## src/rtl/tt_ctrl_ser_tx.sv

```systemverilog
// tt_ctrl_ser_tx -- serialises one {ena, addr} command word onto a
// clock/data/latch chain: ADDR_W+1 data bits MSB first, one latch
// period, one quiet gap period, each period DIV system clocks long.
//
// Ports:
//   clk        system clock, all logic on rising edge
//   rst        synchronous active-high reset
//   req_valid  command word offered
//   req_ready  block accepts a command this cycle (high only in IDLE)
//   req_addr   address field to send (ADDR_W bits)
//   req_ena    enable flag to send (sent first)
//   ser_clk    serial bit clock, low first half / high second half of a bit
//   ser_data   serial data, stable for a full bit period
//   ser_latch  frame commit strobe, high for one bit period after the data
//   busy       a frame is in progress
//
// Latency: first bit appears on the cycle after acceptance; the next
// req_ready follows 1 + (ADDR_W+3)*DIV cycles after the acceptance cycle.
// Backpressure: req_ready is low for the whole frame; inputs are ignored
// while it is low.

module tt_ctrl_ser_tx #(
  parameter int ADDR_W = 10,
  parameter int DIV    = 4
) (
  input  logic              clk,
  input  logic              rst,
  input  logic              req_valid,
  output logic              req_ready,
  input  logic [ADDR_W-1:0] req_addr,
  input  logic              req_ena,
  output logic              ser_clk,
  output logic              ser_data,
  output logic              ser_latch,
  output logic              busy
);

  localparam int FW = ADDR_W + 1;
  localparam int BW = (FW > 1) ? $clog2(FW) : 1;
  localparam int DW = (DIV > 1) ? $clog2(DIV) : 1;

  localparam logic [BW-1:0] BIT_LAST = BW'(ADDR_W);
  localparam logic [DW-1:0] DIV_LAST = DW'(DIV - 1);
  localparam logic [DW-1:0] DIV_HALF = DW'(DIV / 2);

  typedef enum logic [1:0] {
    IDLE  = 2'd0,
    SHIFT = 2'd1,
    LATCH = 2'd2,
    GAP   = 2'd3
  } state_t;

  state_t          state, state_nxt;
  logic [DW-1:0]   div_cnt, div_nxt;
  logic [BW-1:0]   bit_cnt, bit_nxt;
  logic [FW-1:0]   shreg, sh_nxt;

  logic            accept;
  logic            period_end;
  logic            ser_clk_nxt;
  logic            ser_data_nxt;
  logic            ser_latch_nxt;
  logic            ready_nxt;
  logic            busy_nxt;

  // Next-state, counters and the next value of every output. Outputs are
  // computed from the next state so that the output flops line up exactly
  // with the state they describe, keeping inputs off every output path.
  always_comb begin
    state_nxt  = state;
    div_nxt    = div_cnt;
    bit_nxt    = bit_cnt;
    sh_nxt     = shreg;

    // req_ready is itself a flop; gating with IDLE keeps a stray
    // handshake impossible in any other state.
    accept     = req_valid && req_ready && (state == IDLE);
    period_end = (div_cnt == DIV_LAST);

    case (state)
      IDLE: begin
        div_nxt = '0;
        bit_nxt = '0;
        if (accept) begin
          state_nxt = SHIFT;
          sh_nxt    = {req_ena, req_addr};
        end
      end

      SHIFT: begin
        if (period_end) begin
          div_nxt = '0;
          if (bit_cnt == BIT_LAST) begin
            state_nxt = LATCH;
            bit_nxt   = '0;
            sh_nxt    = '0;
          end else begin
            bit_nxt = bit_cnt + BW'(1);
            // Shift only at a period boundary so ser_data holds for the
            // whole bit.
            sh_nxt  = {shreg[FW-2:0], 1'b0};
          end
        end else begin
          div_nxt = div_cnt + DW'(1);
        end
      end

      LATCH: begin
        if (period_end) begin
          div_nxt   = '0;
          state_nxt = GAP;
        end else begin
          div_nxt = div_cnt + DW'(1);
        end
      end

      GAP: begin
        if (period_end) begin
          div_nxt   = '0;
          state_nxt = IDLE;
        end else begin
          div_nxt = div_cnt + DW'(1);
        end
      end

      default: begin
        state_nxt = IDLE;
        div_nxt   = '0;
        bit_nxt   = '0;
        sh_nxt    = '0;
      end
    endcase

    ser_clk_nxt   = (state_nxt == SHIFT) && (div_nxt >= DIV_HALF);
    ser_data_nxt  = (state_nxt == SHIFT) && sh_nxt[FW-1];
    ser_latch_nxt = (state_nxt == LATCH);
    ready_nxt     = (state_nxt == IDLE);
    busy_nxt      = (state_nxt != IDLE);
  end

  always_ff @(posedge clk) begin
    if (rst) begin
      state     <= IDLE;
      div_cnt   <= '0;
      bit_cnt   <= '0;
      shreg     <= '0;
      ser_clk   <= 1'b0;
      ser_data  <= 1'b0;
      ser_latch <= 1'b0;
      req_ready <= 1'b0;
      busy      <= 1'b0;
    end else begin
      state     <= state_nxt;
      div_cnt   <= div_nxt;
      bit_cnt   <= bit_nxt;
      shreg     <= sh_nxt;
      ser_clk   <= ser_clk_nxt;
      ser_data  <= ser_data_nxt;
      ser_latch <= ser_latch_nxt;
      req_ready <= ready_nxt;
      busy      <= busy_nxt;
    end
  end

endmodule

```

## config.mk

```make
export PLATFORM = sky130hd
export DESIGN_NAME = tt_ctrl_ser_tx
export DESIGN_NICKNAME = d
export VERILOG_FILES = /design/src/rtl/tt_ctrl_ser_tx.sv
export SDC_FILE = /design/constraint.sdc
export NUM_CORES = 1
export LEC_CHECK = 0
export BUFFER_PORTS_ARGS = -buffer_cell sky130_fd_sc_hd__buf_2
export CAP_MARGIN = 20
export CELL_PAD_IN_SITES_DETAIL_PLACEMENT = 1
export CELL_PAD_IN_SITES_GLOBAL_PLACEMENT = 2
export CORE_AREA = 2 2 62 58
export DETAILED_ROUTE_END_ITERATION = 12
export DIE_AREA = 0 0 64 60
export PLACE_DENSITY_LB_ADDON = 0.1
export REMOVE_ABC_BUFFERS = 1
export SLEW_MARGIN = 20
export SYNTH_ARGS = -nofsm -noshare
export SYNTH_HDL_FRONTEND = slang
export SYNTH_SLANG_ARGS = --single-unit
export TNS_END_PERCENT = 5
```

## constraint.sdc

```tcl
create_clock -name clk -period 2.6 [get_ports clk]
set_clock_uncertainty 0.2 [all_clocks]
set_input_delay 0.39 -clock clk [delete_from_list [all_inputs] [get_ports clk]]
set_output_delay 0.39 -clock clk [all_outputs]
set_load 0.03 [all_outputs]
```

Yosys cells after proc, flatten, opt, wreduce, memory -nomap -nowiden:

Cells that the tools add are included.

* register bits: 24
* input port bits: 14
* logic and storage cells: 48

* mux-type cells: 15
* order comparisons: 1
* equality and inequality tests: 9
* reductions and logical operators: 11
* add/sub/neg operators: 2

Operators by type and width (number)
* 2-to-1 mux 11 bit: 3
* case mux 11 bit (2 select lines): 1
* 2-to-1 mux 2 bit: 6
* equality test 2 bit (second input constant): 4
* 2-to-1 mux 4 bit: 2
* case mux 2 bit (4 select lines): 1
* case mux 4 bit (2 select lines): 1
* adder 4 x 1 -> 4 bit (second input constant): 1
* equality test 2 x 1 -> 1 bit (second input constant): 2
* equality test 4 bit (second input constant): 1
* logical AND 1 bit: 4
* zero test 2 bit: 2
* != test 2 bit (second input constant): 2
* case mux 2 bit (2 select lines): 1
* nonzero test 2 bit: 2
* AND reduction 3 bit: 1
* OR reduction 3 bit: 1
* adder 2 x 1 -> 2 bit (second input constant): 1
* >= comparator 2 bit (second input constant): 1
* AND reduction 2 bit: 1

Longest topological paths before layout:

* depth in word-level cells: 6
* mapped depth: 7

Worst setup path after synthesis:

Ideal clock, no wire load.

* path kind: reg-to-reg
* start point: register div_cnt[0]
* end point: register shreg[9]
* setup slack: 0.973 ns
* arrival: 1.294 ns
* period minus slack after synthesis: 1.627 ns
* stages on the path, launching flop included: 8
* cell sequence: dfxtp_1 ha_1 buf_4 and3b_1 buf_2 buf_6 a32oi_1 a21oi_1

* word-level cells in the longest chain between the ends: 3

RTL lines
* start, declared: RTL line 54 `logic [DW-1:0] div_cnt, div_nxt;`
* start signal, assigned: RTL line 154 `div_cnt <= div_nxt;`
* equality test 2 bit: RTL line 78 `period_end = (div_cnt == DIV_LAST);`
* != test 2 bit (no line)
* AND reduction 3 bit (no line)
* end signal, assigned: RTL line 156 `shreg <= sh_nxt;`
* end, declared: RTL line 56 `logic [FW-1:0] shreg, sh_nxt;`

No other way between the ends.
A chain may end at the register's enable or synchronous reset.

Worst setup path after layout:

* start point: register div_cnt[0]
* end point: register ser_data

* word-level cells in the longest chain between the ends: 5
* elaborated cells on any way between the ends: 9
* classes of those cells: eq/ne: 2; mux: 6; reduce/logical: 1

RTL lines
* equality test 2 bit (*): RTL line 78
* 2-to-1 mux 2 bit, on equally long branches: RTL line 118, 109, 91
* case mux 2 bit (4 select lines): RTL line 80 `case (state)`
* equality test 2 x 1 -> 1 bit: RTL line 135 `ser_data_nxt = (state_nxt == SHIFT) && sh_nxt[FW-1];`
* logical AND 1 bit (*): RTL line 135
* end signal, assigned: RTL line 158 `ser_data <= ser_data_nxt;`
* end, declared: RTL line 33 `output logic ser_data,`

Mark *: on every way between the ends. The rest lies on a longest branch, timed or not. The select of a mux whose other input is x is not followed.

==> run_results.csv <==
group,metric,value,unit
routing,wl_per_cell,14.46,µm
clock_tree,postCtsSetupRepairBufs,0,
worst_hold_path,min-delay-start,"req_addr[0]",
worst_setup_path,critPathCaptureType,"flip-flop",
worst_setup_path,crit_fanout,14,
clock_tree,path_clk_slew,0.14,ns
yosys,synth-seq-area-share,44.29,%
yosys,synth_area_leader_cell,"dfxtp_1",
grt,grt_max_degree,25,
finish,fillerInstances,384,
sta,worst_pin_slew,0.5949,ns
sta,fin_crit,1.983,ns
clock_tree,clkLatencyLatePin,0.32,ns
floorplan,die_area,0.003840,mm²
clock_tree,clk_path_buf_depth,2,
floorplan,die_w,64,µm
place,dpl_cell_area,0.001165,mm²
yosys,ys_async_sr_fraction,0,%
finish,drive_above_1_share,23.20,%
outcome,status,"complete, no violations",
worst_setup_path,crit_start,"div_cnt[0]",
sta,max_freq,504.3,MHz
yosys,yosys.cell_count.top_type,"dfxtp_1",
routing,drt_iter0_markers,44,
finish,fin_nets,143,
yosys,synth_edf_count,0,
sta,slew_headroom,60.12,%
sta,finalHoldViolCount,0,
finish,final_area,0.001201,mm²
worst_setup_path,critPathRequiredTime,2.64,ns
floorplan,rows,20,
pwr,p_leak,0.4211,nW
yosys,yosysTopAreaCellShare,44.29,%
worst_setup_path,worstPathArrival,2.03,ns
yosys,synth_top_flop_cell,"dfxtp_1",
sta,finalSetupViolations,0,
routing,wl,2443,µm
sta,tns,0,ns
worst_hold_path,hold_path.class,"in -> reg",
place,hpwl,1608,µm
worst_setup_path,r2r-start,"div_cnt[0]",
routing,via_per_inst,5.320,
floorplan,start_util,33.60,%
worst_setup_path,worst_setup_path_start_kind,"flip-flop",
finish,syn_to_final_growth,10.73,%
sta,rsz0062_at_grt,"no",
yosys,syn_inst,113,
clock_tree,clock-sinks,24,
routing,vias,899,
clock_tree,htreeDepth,1,
grt,antenna_found_initial,0,
grt,gr-total-overflow,0,
yosys,yosys_warnings,0,
yosys,ys_ff_latch,24,
floorplan,ios,19,
sta,timing.hold.ws,0.09322,ns
finish,antenna_cells,0,
sta,slew_viol_final,0,
worst_setup_path,reg2reg_slack,0.62,ns
worst_setup_path,path_class,"reg -> reg",
yosys,synthTopCellsByArea,"dfxtp_1, a21oi_1, a32oi_1",
yosys,netlist_area,0.001085,mm²
place,io_buffers,18,
routing,first_pass_iters,4,
floorplan,die_y,60,µm
sta,fin_crit_sh,76.27,%
grt,first_global_vias,882,
pwr,power_density,549.1,mW/mm²
clock_tree,root_buffer,"clkbuf_4",
grt,grt_first_pass_wirelength,4126,µm
floorplan,core-area,0.003228,mm²
clock_tree,cts_resized,0,
run,cap_violations,0,
routing,drc,0,
pwr,peakVddDrop,205.1,µV
yosys,synth_common_cells,"dfxtp_1, a21oi_1, nand3_1, a32oi_1",
clock_tree,numCtsBuffers,3,
yosys,avgSynthCellArea,9.600,µm²
routing,drtAntennaViolNets,0,
clock_tree,postCtsHoldBufs,0,
yosys,ys_types,32,
clock_tree,cts_tree,"done",
place,gp_congestion,0.6431,
grt,grtUsageTotal,14.14,%
-- final timing paths --
path           endpoint  cells after the start
min            shreg[0]                      3
min reg2reg  div_cnt[0]                      1
max reg2reg    ser_data                      4
max            ser_data                      4
-- cell type report --
| type | instances | area [µm²] | share of cell area (%) |
|---|---|---|---|
| Inverter | 2 | 7.507 | 0.6250 |
| Clock buffer | 4 | 36.28 | 3.021 |
| Multi-Input combinational cell | 76 | 524.3 | 43.65 |
| Timing Repair Buffer | 19 | 97.59 | 8.125 |
| Tap cell | 44 | 55.05 | 4.583 |
| Sequential cell | 24 | 480.5 | 40.00 |
-- placed cells by master, fill, tap and decap left out, drive strengths merged --
cell type	instances
or2	1
ha	3
inv	2
buf	19
or3	1
a41oi	1
a32oi	10
o21ai	2
clkbuf	4
nand3b	3
nand4bb	1
nand3	15
nor3	1
a211oi	3
dfxtp	24
o221ai	1
and3b	2
a311oi	1
and4b	1
nor3b	1
a21oi	18
nor4b	1
a21boi	1
and4bb	1
nor2b	1
nor2	2
nor4	1
nand2	4
-- logic make-up (layout without fill, tap and decap cells) --
group | after synthesis | after routing | share of synthesized area [%]
compound gates | 37 | 37 | 23.53
simple gates | 36 | 36 | 21.34
flops | 24 | 24 | 44.29
buf+inv | 13 | 25 | 7.382
fa+ha+maj | 3 | 3 | 3.461
-- worst max-delay path, cell delays in order, from the launching register on --
cell	delay, ns
dfxtp_1	0.36
ha_1	0.32
and3b_1	0.54
a32oi_1	0.22
a211oi_1	0.26
-- stage by stage --
step                total power [mW]  worst slack [ns]  cells  util [%]
floorplan                     0.4387            0.9510    102         -
global placement              0.4672            0.7115    165     36.09
detailed placement            0.4688            0.6139    165     36.09
CTS                           0.6712            0.5656    169     37.21
global route                  0.7006            0.4401    169     37.21
finish                        0.6595            0.6170    169     37.21
-- flip-flops by register name (all words and copies together) (netlist names) --
signal	cells
div_cnt	2
req_ready	1
bit_cnt	4
ser_clk	1
state	2
ser_latch	1
busy	1
shreg	11
ser_data	1
-- power by group --
| group | switching [mW] | total (mW) | internal [mW] | leakage, nW |
|---|---|---|---|---|
| sequential | 0.00979 | 0.392 | 0.382 | 0.195 |
| clock | 0.115 | 0.200 | 0.0856 | 0.0210 |
| combinational | 0.0401 | 0.0676 | 0.0275 | 0.205 |
-- per-layer routing --
layer	global-route usage [%]	share of wire, %	wire length [µm]	vias to the layer above
met5	0	0	0	-
met3	3.202	3.1	75	4
met4	6.522	1.2	29	0
met1	18.06	49	1207	425
met2	22.92	46	1130	10
li1	-	-	-	460
Note: power is estimated with default switching activity, not from simulation.
